--- src/rtl/ssd1306_pkg.sv ---
// Shared types and default panel geometry for the SSD1306 frame streamer.
package ssd1306_pkg;

  typedef enum logic [2:0] {
    IDLE,
    SYNC,
    SYNC_WAIT,
    READ,
    LATCH,
    WRITE,
    WRITE_WAIT
  } state_e;

  localparam int unsigned OLED_COLS     = 128;
  localparam int unsigned OLED_PAGES_32 = 4;
  localparam int unsigned OLED_PAGES_64 = 8;

endpackage

--- src/rtl/ssd1306_refresh_timer.sv ---
// Frame period counter plus a sticky pending flag; timer expiries and
// external requests coalesce into a single pending frame.
module ssd1306_refresh_timer #(
  parameter int unsigned FRAME_PERIOD = 1200000,
  parameter int unsigned TMR_W        = 21
) (
  input  logic clk_i,
  input  logic rst_ni,
  input  logic enable_i,
  input  logic refresh_req_i,
  input  logic clear_i,
  output logic pending_o
);

  localparam logic [TMR_W-1:0] TMR_LAST = TMR_W'(FRAME_PERIOD - 1);

  logic [TMR_W-1:0] tmr_q, tmr_d;
  logic             pend_q, pend_d;
  logic             expire;

  always_comb begin
    expire = enable_i && (tmr_q == TMR_LAST);
    tmr_d  = (!enable_i || expire) ? '0 : tmr_q + 1'b1;
    // A new event in the same cycle as the clear survives, so nothing is lost.
    pend_d = (pend_q & ~clear_i) | expire | refresh_req_i;
  end

  always_ff @(posedge clk_i) begin
    if (!rst_ni) begin
      tmr_q  <= '0;
      pend_q <= 1'b0;
    end else begin
      tmr_q  <= tmr_d;
      pend_q <= pend_d;
    end
  end

  assign pending_o = pend_q;

endmodule

--- src/rtl/ssd1306_frame_streamer.sv ---
// Streams one sync strobe plus WIDTH*PAGES framebuffer bytes to the SSD1306
// driver per frame, with one strobe per ready low->high handshake.
module ssd1306_frame_streamer
  import ssd1306_pkg::*;
#(
  parameter int unsigned WIDTH        = OLED_COLS,
  parameter int unsigned PAGES        = OLED_PAGES_32,
  parameter int unsigned ADDR_W       = 10,
  parameter int unsigned FRAME_PERIOD = 1200000,
  parameter int unsigned TMR_W        = 21
) (
  input  logic              clk_in,
  input  logic              resetn_in,
  input  logic              enable_in,
  input  logic              refresh_req_in,
  output logic              fb_rd_en,
  output logic [ADDR_W-1:0] fb_addr,
  input  logic [7:0]        fb_data_in,
  output logic [7:0]        drv_data,
  output logic              drv_write_stb,
  output logic              drv_sync_stb,
  input  logic              drv_ready,
  output logic              busy,
  output logic              frame_done
);

  localparam logic [ADDR_W-1:0] LAST_ADDR = ADDR_W'(WIDTH * PAGES - 1);

  state_e            state_q;
  logic [ADDR_W-1:0] addr_q;
  logic [7:0]        data_q;
  logic              rd_en_q, wr_stb_q, sync_stb_q, busy_q, done_q, seen_low_q;
  logic              pending, start;

  assign start = (state_q == IDLE) && pending && drv_ready;

  ssd1306_refresh_timer #(
    .FRAME_PERIOD(FRAME_PERIOD),
    .TMR_W       (TMR_W)
  ) u_timer (
    .clk_i        (clk_in),
    .rst_ni       (resetn_in),
    .enable_i     (enable_in),
    .refresh_req_i(refresh_req_in),
    .clear_i      (start),
    .pending_o    (pending)
  );

  always_ff @(posedge clk_in) begin
    if (!resetn_in) begin
      state_q    <= IDLE;
      addr_q     <= '0;
      data_q     <= '0;
      rd_en_q    <= 1'b0;
      wr_stb_q   <= 1'b0;
      sync_stb_q <= 1'b0;
      busy_q     <= 1'b0;
      done_q     <= 1'b0;
      seen_low_q <= 1'b0;
    end else begin
      rd_en_q    <= 1'b0;
      wr_stb_q   <= 1'b0;
      sync_stb_q <= 1'b0;
      done_q     <= 1'b0;
      case (state_q)
        IDLE: if (start) begin
          addr_q     <= '0;
          busy_q     <= 1'b1;
          sync_stb_q <= 1'b1;
          state_q    <= SYNC;
        end
        SYNC: begin
          seen_low_q <= 1'b0;
          state_q    <= SYNC_WAIT;
        end
        SYNC_WAIT: begin
          if (!drv_ready) seen_low_q <= 1'b1;
          else if (seen_low_q) begin
            rd_en_q <= 1'b1;
            state_q <= READ;
          end
        end
        READ:  state_q <= LATCH;
        LATCH: begin
          data_q  <= fb_data_in;
          state_q <= WRITE;
        end
        WRITE: if (drv_ready) begin
          // Strobe shows in the first WRITE_WAIT cycle, while ready is still high.
          wr_stb_q   <= 1'b1;
          seen_low_q <= 1'b0;
          state_q    <= WRITE_WAIT;
        end
        WRITE_WAIT: begin
          if (!drv_ready) seen_low_q <= 1'b1;
          else if (seen_low_q) begin
            if (addr_q == LAST_ADDR) begin
              addr_q  <= '0;
              done_q  <= 1'b1;
              busy_q  <= 1'b0;
              state_q <= IDLE;
            end else begin
              addr_q  <= addr_q + 1'b1;
              rd_en_q <= 1'b1;
              state_q <= READ;
            end
          end
        end
        default: state_q <= IDLE;
      endcase
    end
  end

  assign fb_rd_en      = rd_en_q;
  assign fb_addr       = addr_q;
  assign drv_data      = data_q;
  assign drv_write_stb = wr_stb_q;
  assign drv_sync_stb  = sync_stb_q;
  assign busy          = busy_q;
  assign frame_done    = done_q;

endmodule

--- config.mk ---
export PLATFORM = sky130hd
export DESIGN_NAME = ssd1306_frame_streamer
export DESIGN_NICKNAME = d
export VERILOG_FILES = /design/src/rtl/ssd1306_pkg.sv /design/src/rtl/ssd1306_refresh_timer.sv /design/src/rtl/ssd1306_frame_streamer.sv
export SDC_FILE = /design/constraint.sdc
export NUM_CORES = 1
export LEC_CHECK = 0
export BUFFER_PORTS_ARGS = -buffer_cell sky130_fd_sc_hd__buf_2
export CELL_PAD_IN_SITES_DETAIL_PLACEMENT = 0
export CELL_PAD_IN_SITES_GLOBAL_PLACEMENT = 1
export CORE_UTILIZATION = 44
export DETAILED_ROUTE_END_ITERATION = 8
export GPL_TIMING_DRIVEN = 0
export PLACE_DENSITY_LB_ADDON = 0.1
export SYNTH_ARGS = -nofsm -noshare
export SYNTH_HDL_FRONTEND = slang
export SYNTH_SLANG_ARGS = --single-unit
--- constraint.sdc ---
create_clock -name clk_in -period 4.89 [get_ports clk_in]
set_clock_uncertainty 0.2 [all_clocks]
set_input_delay 0.489 -clock clk_in [delete_from_list [all_inputs] [get_ports clk_in]]
set_output_delay 0.489 -clock clk_in [all_outputs]
set_load 0.03 [all_outputs]
==> results of run 1 <==
area by class of cell:
cell class / count / share of cell area [%]
Buffer: 9 / 2.10
Clock buffer: 7 / 3.46
Inverter: 7 / 1.05
Multi-Input combinational cell: 192 / 44.0
Sequential cell: 49 / 39.3
Tap cell: 67 / 3.36
Timing Repair Buffer: 34 / 6.81
worst max path at each step:
stage,end,depth (start not counted)
finish,u_timer.tmr_q[20]$_SDFF_PP0_,5
global placement,u_timer.tmr_q[3]$_SDFF_PP0_,5
CTS,u_timer.tmr_q[20]$_SDFF_PP0_,5
detailed placement,u_timer.tmr_q[20]$_SDFF_PP0_,5
global route,u_timer.tmr_q[20]$_SDFF_PP0_,5
floorplan,fb_addr[5]$_SDFFE_PN0P_,5
layout by cell type, fill, tap and decap left out, drive strengths merged:
master / n
nand3: 12
a211oi: 3
a221oi: 1
o31ai: 5
dfxtp: 49
or4b: 1
o21ai: 13
nand4: 9
clkinv: 1
xnor2: 10
nor2: 26
nand4b: 1
or3: 7
mux2: 1
nor4: 3
nor2b: 1
and4: 4
a31oi: 1
ha: 2
o21bai: 1
nand2b: 1
or3b: 1
and3: 2
a21oi: 30
xor2: 5
buf: 39
nand3b: 3
or4: 7
a21o: 2
nand2: 34
clkbuf: 11
and2: 2
nor3: 1
nor3b: 1
a2111o: 1
and4b: 1
inv: 6
sequential cells by signal (all words and copies together) (netlist names):
| signal | cells |
|---|---|
| busy | 1 |
| drv_data | 8 |
| drv_sync_stb | 1 |
| drv_write_stb | 1 |
| fb_addr | 10 |
| fb_rd_en | 1 |
| frame_done | 1 |
| seen_low_q | 1 |
| state_q | 3 |
| u_timer.pending_o | 1 |
| u_timer.tmr_q | 21 |
kinds of logic after synthesis:
family          Yosys count  synth area share (%)
fa+ha+maj                 2                  1.16
xor+xnor                 15                  6.09
buf+inv                  16                  3.65
mux                       1                 0.522
simple gates            117                  27.9
compound gates           57                  15.2
flops                    49                  45.4
worst max-delay path, delay by kind of cell (launching register included):
family	cells	cell delay [ps]
and+or+nand+nor	3	1180
adders and majority gates	1	220
AOI/OAI and AO/OA	1	160
DFF	1	360
power by group:
group          internal, mW  switching [mW]  leakage [nW]
Sequential            0.403         0.00414         0.396
Clock                 0.112           0.126        0.0443
Combinational        0.0144          0.0254         0.437
through the flow:
step | setup WS [ps] | power, mW | hold WS, ps | area (um^2) | instances
detailed placement | 2710 | 0.457 | 245 | 2410 | 358
CTS | 2690 | 0.698 | 205 | 2500 | 365
global route | 2510 | 0.715 | 217 | 2500 | 365
floorplan | 2900 | 0.442 | 218 | 2160 | 257
finish | 2700 | 0.685 | 219 | 2500 | 365
global placement | 2720 | 0.457 | 231 | 2410 | 358
routing by layer:
| layer | wire length, um | up-vias |
|---|---|---|
| li1 | - | 995 |
| met1 | 2200 | 867 |
| met2 | 2080 | 26 |
| met3 | 132 | 7 |
| met4 | 72 | 0 |
| met5 | 0 | - |
==> impl_metrics.env, run 1 <==
export IMPL_status="complete, but fails checks"
export IMPL_violations="DRC"
export IMPL_numCtsBuffers=5
export IMPL_crit_start="u_timer.tmr_q[0]$_SDFF_PP0_"
export IMPL_crit_required_ps=4920
export IMPL_synth_top_area_share_pct=45.4
export IMPL_cts_tree="yes"
export IMPL_grt_max_degree=14
export IMPL_ys_flop_type="dfxtp_1"
export IMPL_path_cells="ha_1, and4_1, nand4_1, or4_1, a21oi_1"
export IMPL_grt_use_met3_pct=4.31
export IMPL_postCtsSetupBuffers=0
export IMPL_grt_pass1_wl_um=7800
export IMPL_postRouteAntennaNets=0
export IMPL_io_pins=36
export IMPL_ctsResizeCount=0
export IMPL_r2r_start="u_timer.tmr_q[0]$_SDFF_PP0_"
export IMPL_vias_per_cell=5.19
export IMPL_report_final_slew_viol_count=0
export IMPL_synth_common_cells="dfxtp_1 (49), nand2_1 (34), a21oi_1 (30)"
export IMPL_place_congestion=0.722
export IMPL_crit_path_start_kind="register"
export IMPL_cts_root_buffer="clkbuf_8"
export IMPL_grt_total_usage_pct=19.0
export IMPL_finalCriticalPeriod_ps=2190
export IMPL_fin_crit_sh_pct=44.8
export IMPL_first_pass_iters=6
export IMPL_clock_latency_ps=300
export IMPL_synth_seq_cells=49
export IMPL_synthArstFlopShare_pct=0
export IMPL_num_nets_final=313
export IMPL_critPathKind="reg -> reg"
export IMPL_endpoint_kind="register"
export IMPL_antenna_found_initial=0
export IMPL_holdPathEnd="drv_data[5]$_SDFFE_PN0P_"
export IMPL_rsz0062_at_grt="false"
export IMPL_rows=25
export IMPL_antenna_cells=0
export IMPL_cp_max_fo=7
export IMPL_drc=2
export IMPL_io_buffers=34
export IMPL_htreeDepth=2
export IMPL_fin_setup_tns_ps=0
export IMPL_hold_buffers=0
export IMPL_vdd_drop_max_v=0.000162
export IMPL_max_cap_viol_count=0
export IMPL_synth_seq_area_share_pct=45.4
export IMPL_core_area_um2=4720
export IMPL_syn_num_nets=272
export IMPL_hold_depth=3
export IMPL_clkSinkCount=49
export IMPL_initial_core_util_pct=45.7
export IMPL_hold_violations=0
export IMPL_reg2reg_depth=5
export IMPL_grt_pass1_vias=1756
export IMPL_p_per_area_nw_per_um2=274
export IMPL_clockBufferDepth=2
export IMPL_worst_slew_pin_slew_ps=446
export IMPL_hold_class="in -> reg"
export IMPL_gr_usage_met2_pct=32.1
export IMPL_wl_um=4480
export IMPL_max_stage_delay_ps=550
export IMPL_syn_area_um2=2160
export IMPL_use_met1_pct=23.7
export IMPL_final_util_pct=52.9
export IMPL_r2r_slack_ps=2700
export IMPL_max_freq_mhz=457
export IMPL_ys_types=40
export IMPL_multi_input_area_um2=1100
export IMPL_synth_area_leaders="dfxtp_1 (45%), a21oi_1 (7.0%), nand2_1 (5.9%)"
export IMPL_yosysTopAreaCell="dfxtp_1"
export IMPL_r2r_end="u_timer.tmr_q[20]$_SDFF_PP0_"
export IMPL_grt_overflow_total=0
export IMPL_grt_busiest_layer="met2"
export IMPL_routedWlPerCell_um=12.3
export IMPL_yosysWarnings=0
export IMPL_hpwl_um=3190
export IMPL_worstPathArrival_ps=2220
export IMPL_fp_dieArea_um2=5190
export IMPL_num_vias=1895
export IMPL_die_h_um=72.0
export IMPL_nFillCells=494
export IMPL_relSlewSlack_pct=70.1
export IMPL_synth_most_common_cell="dfxtp_1"
export IMPL_drive_gt1_share_pct=16.4
export IMPL_hold_path_startpoint="fb_data_in[5]"
export IMPL_avgSynthCellArea_um2=8.40
export IMPL_crit_path_top_delay_cell="or4_1"
export IMPL_synthCells=257
export IMPL_area_growth_pct=15.8
export IMPL_first_iter_violations=83
export IMPL_power_leakage_nw=0.877
export IMPL_die_x_um=72.0
export IMPL_regArea_um2=981
export IMPL_setup_violations=0
export IMPL_clk_pin_slew_ps=80
export IMPL_synth_edf_count=0
Note: power is estimated with default switching activity, not from simulation.
==> run 2: changes to the inputs <==
--- a/config.mk
+++ b/config.mk
@@ -5,10 +5,11 @@
 export SDC_FILE = /design/constraint.sdc
 export NUM_CORES = 1
 export LEC_CHECK = 0
+export ABC_AREA = 1
 export BUFFER_PORTS_ARGS = -buffer_cell sky130_fd_sc_hd__buf_2
 export CELL_PAD_IN_SITES_DETAIL_PLACEMENT = 0
 export CELL_PAD_IN_SITES_GLOBAL_PLACEMENT = 1
-export CORE_UTILIZATION = 44
+export CORE_UTILIZATION = 36
 export DETAILED_ROUTE_END_ITERATION = 8
 export GPL_TIMING_DRIVEN = 0
 export PLACE_DENSITY_LB_ADDON = 0.1
==> constraint.sdc (replaced) <==
create_clock -name clk_in -period 2 [get_ports clk_in]
set_clock_uncertainty 0.2 [all_clocks]
set_input_delay 0.2 -clock clk_in [delete_from_list [all_inputs] [get_ports clk_in]]
set_output_delay 0.2 -clock clk_in [all_outputs]
set_load 0.03 [all_outputs]
==> run 2 against run 1 <==
Effect of this change:
- sequential cell count unchanged
- critical endpoint is now u_timer.tmr_q[18]$_SDFF_PP0_
- critical path depth up 2
- largest power group unchanged
- combinational power rose to 12 times the previous value
- largest cell class unchanged
- setup slack worse by 2500 ps
- sequential power rose to 2.7 times the previous value
- the run now ends clean
- wire length up 17%
==> impl_metrics.env, run 2 <==
export IMPL_status="completed"
export IMPL_cp_max_fo=10
export IMPL_initial_core_util_pct=37.2
export IMPL_mostFrequentLayoutCells="nand2_1 (83), nor2_1 (74), dfxtp_1 (49)"
export IMPL_grt_pass1_wl_um=8830
export IMPL_die_x_um=82.8
export IMPL_nFillCells=717
export IMPL_die_h_um=82.8
export IMPL_antenna_cells=0
export IMPL_final_util_pct=44.9
export IMPL_io_pins=36
export IMPL_rows=29
export IMPL_clk_pin_slew_ps=90
export IMPL_p_per_area_nw_per_um2=778
export IMPL_postRouteAntennaNets=0
export IMPL_setup_violations=0
export IMPL_wl_um=5230
export IMPL_crit_path_top_delay_cell="dfxtp_1"
export IMPL_num_nets_final=411
export IMPL_yosysTopAreaCell="dfxtp_1"
export IMPL_vdd_drop_max_v=0.000461
export IMPL_fin_crit_sh_pct=87.7
export IMPL_fin_setup_tns_ps=0
export IMPL_rsz0062_at_grt="false"
export IMPL_drive_gt1_share_pct=15.9
export IMPL_grt_total_usage_pct=17.1
export IMPL_final_common_cell="nand2_1"
export IMPL_grt_max_degree=15
export IMPL_synth_edf_count=0
export IMPL_crit_required_ps=1980
export IMPL_max_stage_delay_ps=360
export IMPL_crit_path_start_kind="register"
export IMPL_yosysWarnings=0
export IMPL_critPathKind="reg -> reg"
export IMPL_hold_violations=0
export IMPL_largest_register_ffs=21
export IMPL_numCtsBuffers=5
export IMPL_finalNonFillerCells=474
export IMPL_endpoint_kind="register"
export IMPL_hpwl_um=3870
export IMPL_avgSynthCellArea_um2=6.85
export IMPL_ys_types=25
export IMPL_stdcell_area_um2=2830
export IMPL_worstPathArrival_ps=1740
export IMPL_report_final_slew_viol_count=0
export IMPL_synth_seq_cells=49
export IMPL_clock_latency_ps=290
export IMPL_crit_top_cell="nand2_1"
export IMPL_clkSinkCount=49
export IMPL_postCtsSetupBuffers=0
export IMPL_relSlewSlack_pct=73.1
export IMPL_grt_pass1_vias=1942
export IMPL_routedWlPerCell_um=11.0
export IMPL_synth_top_area_share_pct=41.8
export IMPL_grt_overflow_total=0
export IMPL_max_cap_viol_count=0
export IMPL_syn_num_nets=358
export IMPL_power_leakage_nw=1.16
export IMPL_synthArstFlopShare_pct=0
export IMPL_ys_flop_type="dfxtp_1"
export IMPL_cts_root_buffer="clkbuf_8"
export IMPL_clockBufferDepth=2
export IMPL_first_pass_iters=4
export IMPL_drc=0
export IMPL_vias_per_cell=4.59
export IMPL_cts_tree="yes"
export IMPL_fp_dieArea_um2=6850
export IMPL_hold_class="in -> reg"
export IMPL_synth_area_leaders="dfxtp_1 (42%), nand2_1 (13%), nor2_1 (12%)"
export IMPL_io_buffers=35
export IMPL_syn_area_um2=2350
export IMPL_path_cells="ha_1, nand2_1, nor3_2, nand3_1, nand2_1, buf_2, nor2_1"
export IMPL_synth_seq_area_share_pct=41.8
export IMPL_area_growth_pct=20.7
export IMPL_antenna_found_initial=0
export IMPL_htreeDepth=2
export IMPL_finalCriticalPeriod_ps=1750
export IMPL_synthCells=343
export IMPL_place_congestion=0.810
export IMPL_first_iter_violations=64
export IMPL_core_area_um2=6310
export IMPL_worst_slew_pin_slew_ps=404
export IMPL_max_freq_mhz=570
export IMPL_synth_most_common_cell="nand2_1"
export IMPL_regMostFlops="u_timer.tmr_q"
export IMPL_dpl_cell_area_um2=2620
export IMPL_dp_cells=455
export IMPL_synth_common_cells="nand2_1 (84), nor2_1 (74), dfxtp_1 (49)"
export IMPL_num_vias=2178
==> run 2: changes by cell type in the layout (fill, tap and decap cells not counted), moves of 5 or more <==
cell           previous run  this run
or4_1                     7         0
nand3_1                  12        25
dlygate4sd3_1             0        11
o31ai_1                   5         0
a21oi_1                  30        15
nor2_2                    0         5
nor2_1                   26        74
inv_1                     6        38
or3_1                     7         0
nand4_1                   9         4
nand2_1                  34        83
==> run 2: cell type report <==
class / count / area [um^2] / share of cell area, %
multi-input combinational: 251 / 1190 / 42.1
sequential: 49 / 981 / 34.6
timing repair buffer: 46 / 285 / 10.1
inverter: 38 / 143 / 5.03
clock buffer: 7 / 96.3 / 3.40
tap: 77 / 96.3 / 3.40
buffer: 5 / 33.8 / 1.19
clock inverter: 1 / 5.00 / 0.177
==> run 2: worst max-delay path: cells and delay by family (launching register included) <==
family	cells	cell delay (ps)
fa+ha+maj	1	170
buf+inv	1	260
flops	1	360
simple gates	5	650
==> run 2: cell families (layout without fill, tap and decap cells) <==
family,count (synthesis),in the layout,synth area share [%]
flip-flops,49,49,41.8
AO/OA/AOI/OAI,28,28,6.02
adder cells (fa/ha/maj),2,2,1.07
XOR/XNOR,11,11,4.10
AND/OR/NAND/NOR,210,210,39.5
buffers and inverters,43,97,7.51
==> run 2: power breakdown <==
group	switching (mW)	total, mW	internal [mW]
logic	0.313	0.477	0.163
clock network	0.318	0.632	0.313
registers	0.0602	1.10	1.04
==> run 2: timing repair <==
action | CTS | global route
hold endpoints to repair | 10 | 0
hold buffers | 11 | 0
endpoints found under the setup margin | 0 | 3
resized for setup | 0 | 1
==> run 2: worst paths after layout <==
kind / cells past startpoint / to / slack, ps / start
worst max register to register: 7 / u_timer.tmr_q[18]$_SDFF_PP0_ / 250 / u_timer.tmr_q[0]$_SDFF_PP0_
worst min-delay path: 5 / u_timer.tmr_q[2]$_SDFF_PP0_ / 60 / resetn_in
worst max-delay path: 7 / u_timer.tmr_q[18]$_SDFF_PP0_ / 250 / u_timer.tmr_q[0]$_SDFF_PP0_
worst min register to register: 1 / u_timer.tmr_q[0]$_SDFF_PP0_ / 250 / u_timer.tmr_q[0]$_SDFF_PP0_
==> run 2: per-stage QoR <==
| stage | hold WS [ps] | worst slack, ps | power (mW) |
|---|---|---|---|
| after global routing | 101 | 50.1 | 2.37 |
| after global placement | 230 | 215 | 1.58 |
| after CTS | 48.0 | 177 | 2.25 |
| final | 61.8 | 246 | 2.21 |
| after detailed placement | 236 | 189 | 1.58 |
| after floorplan | 159 | 216 | 1.46 |
==> run 2: per-layer routing <==
metal  share of wire, %  up-vias  track usage [%]
li1                   -     1179                -
met1                 54      955             23.6
met2                 41       39             26.1
met3                3.7        5             3.28
met4                1.0        0             6.38
met5                  0        -                0
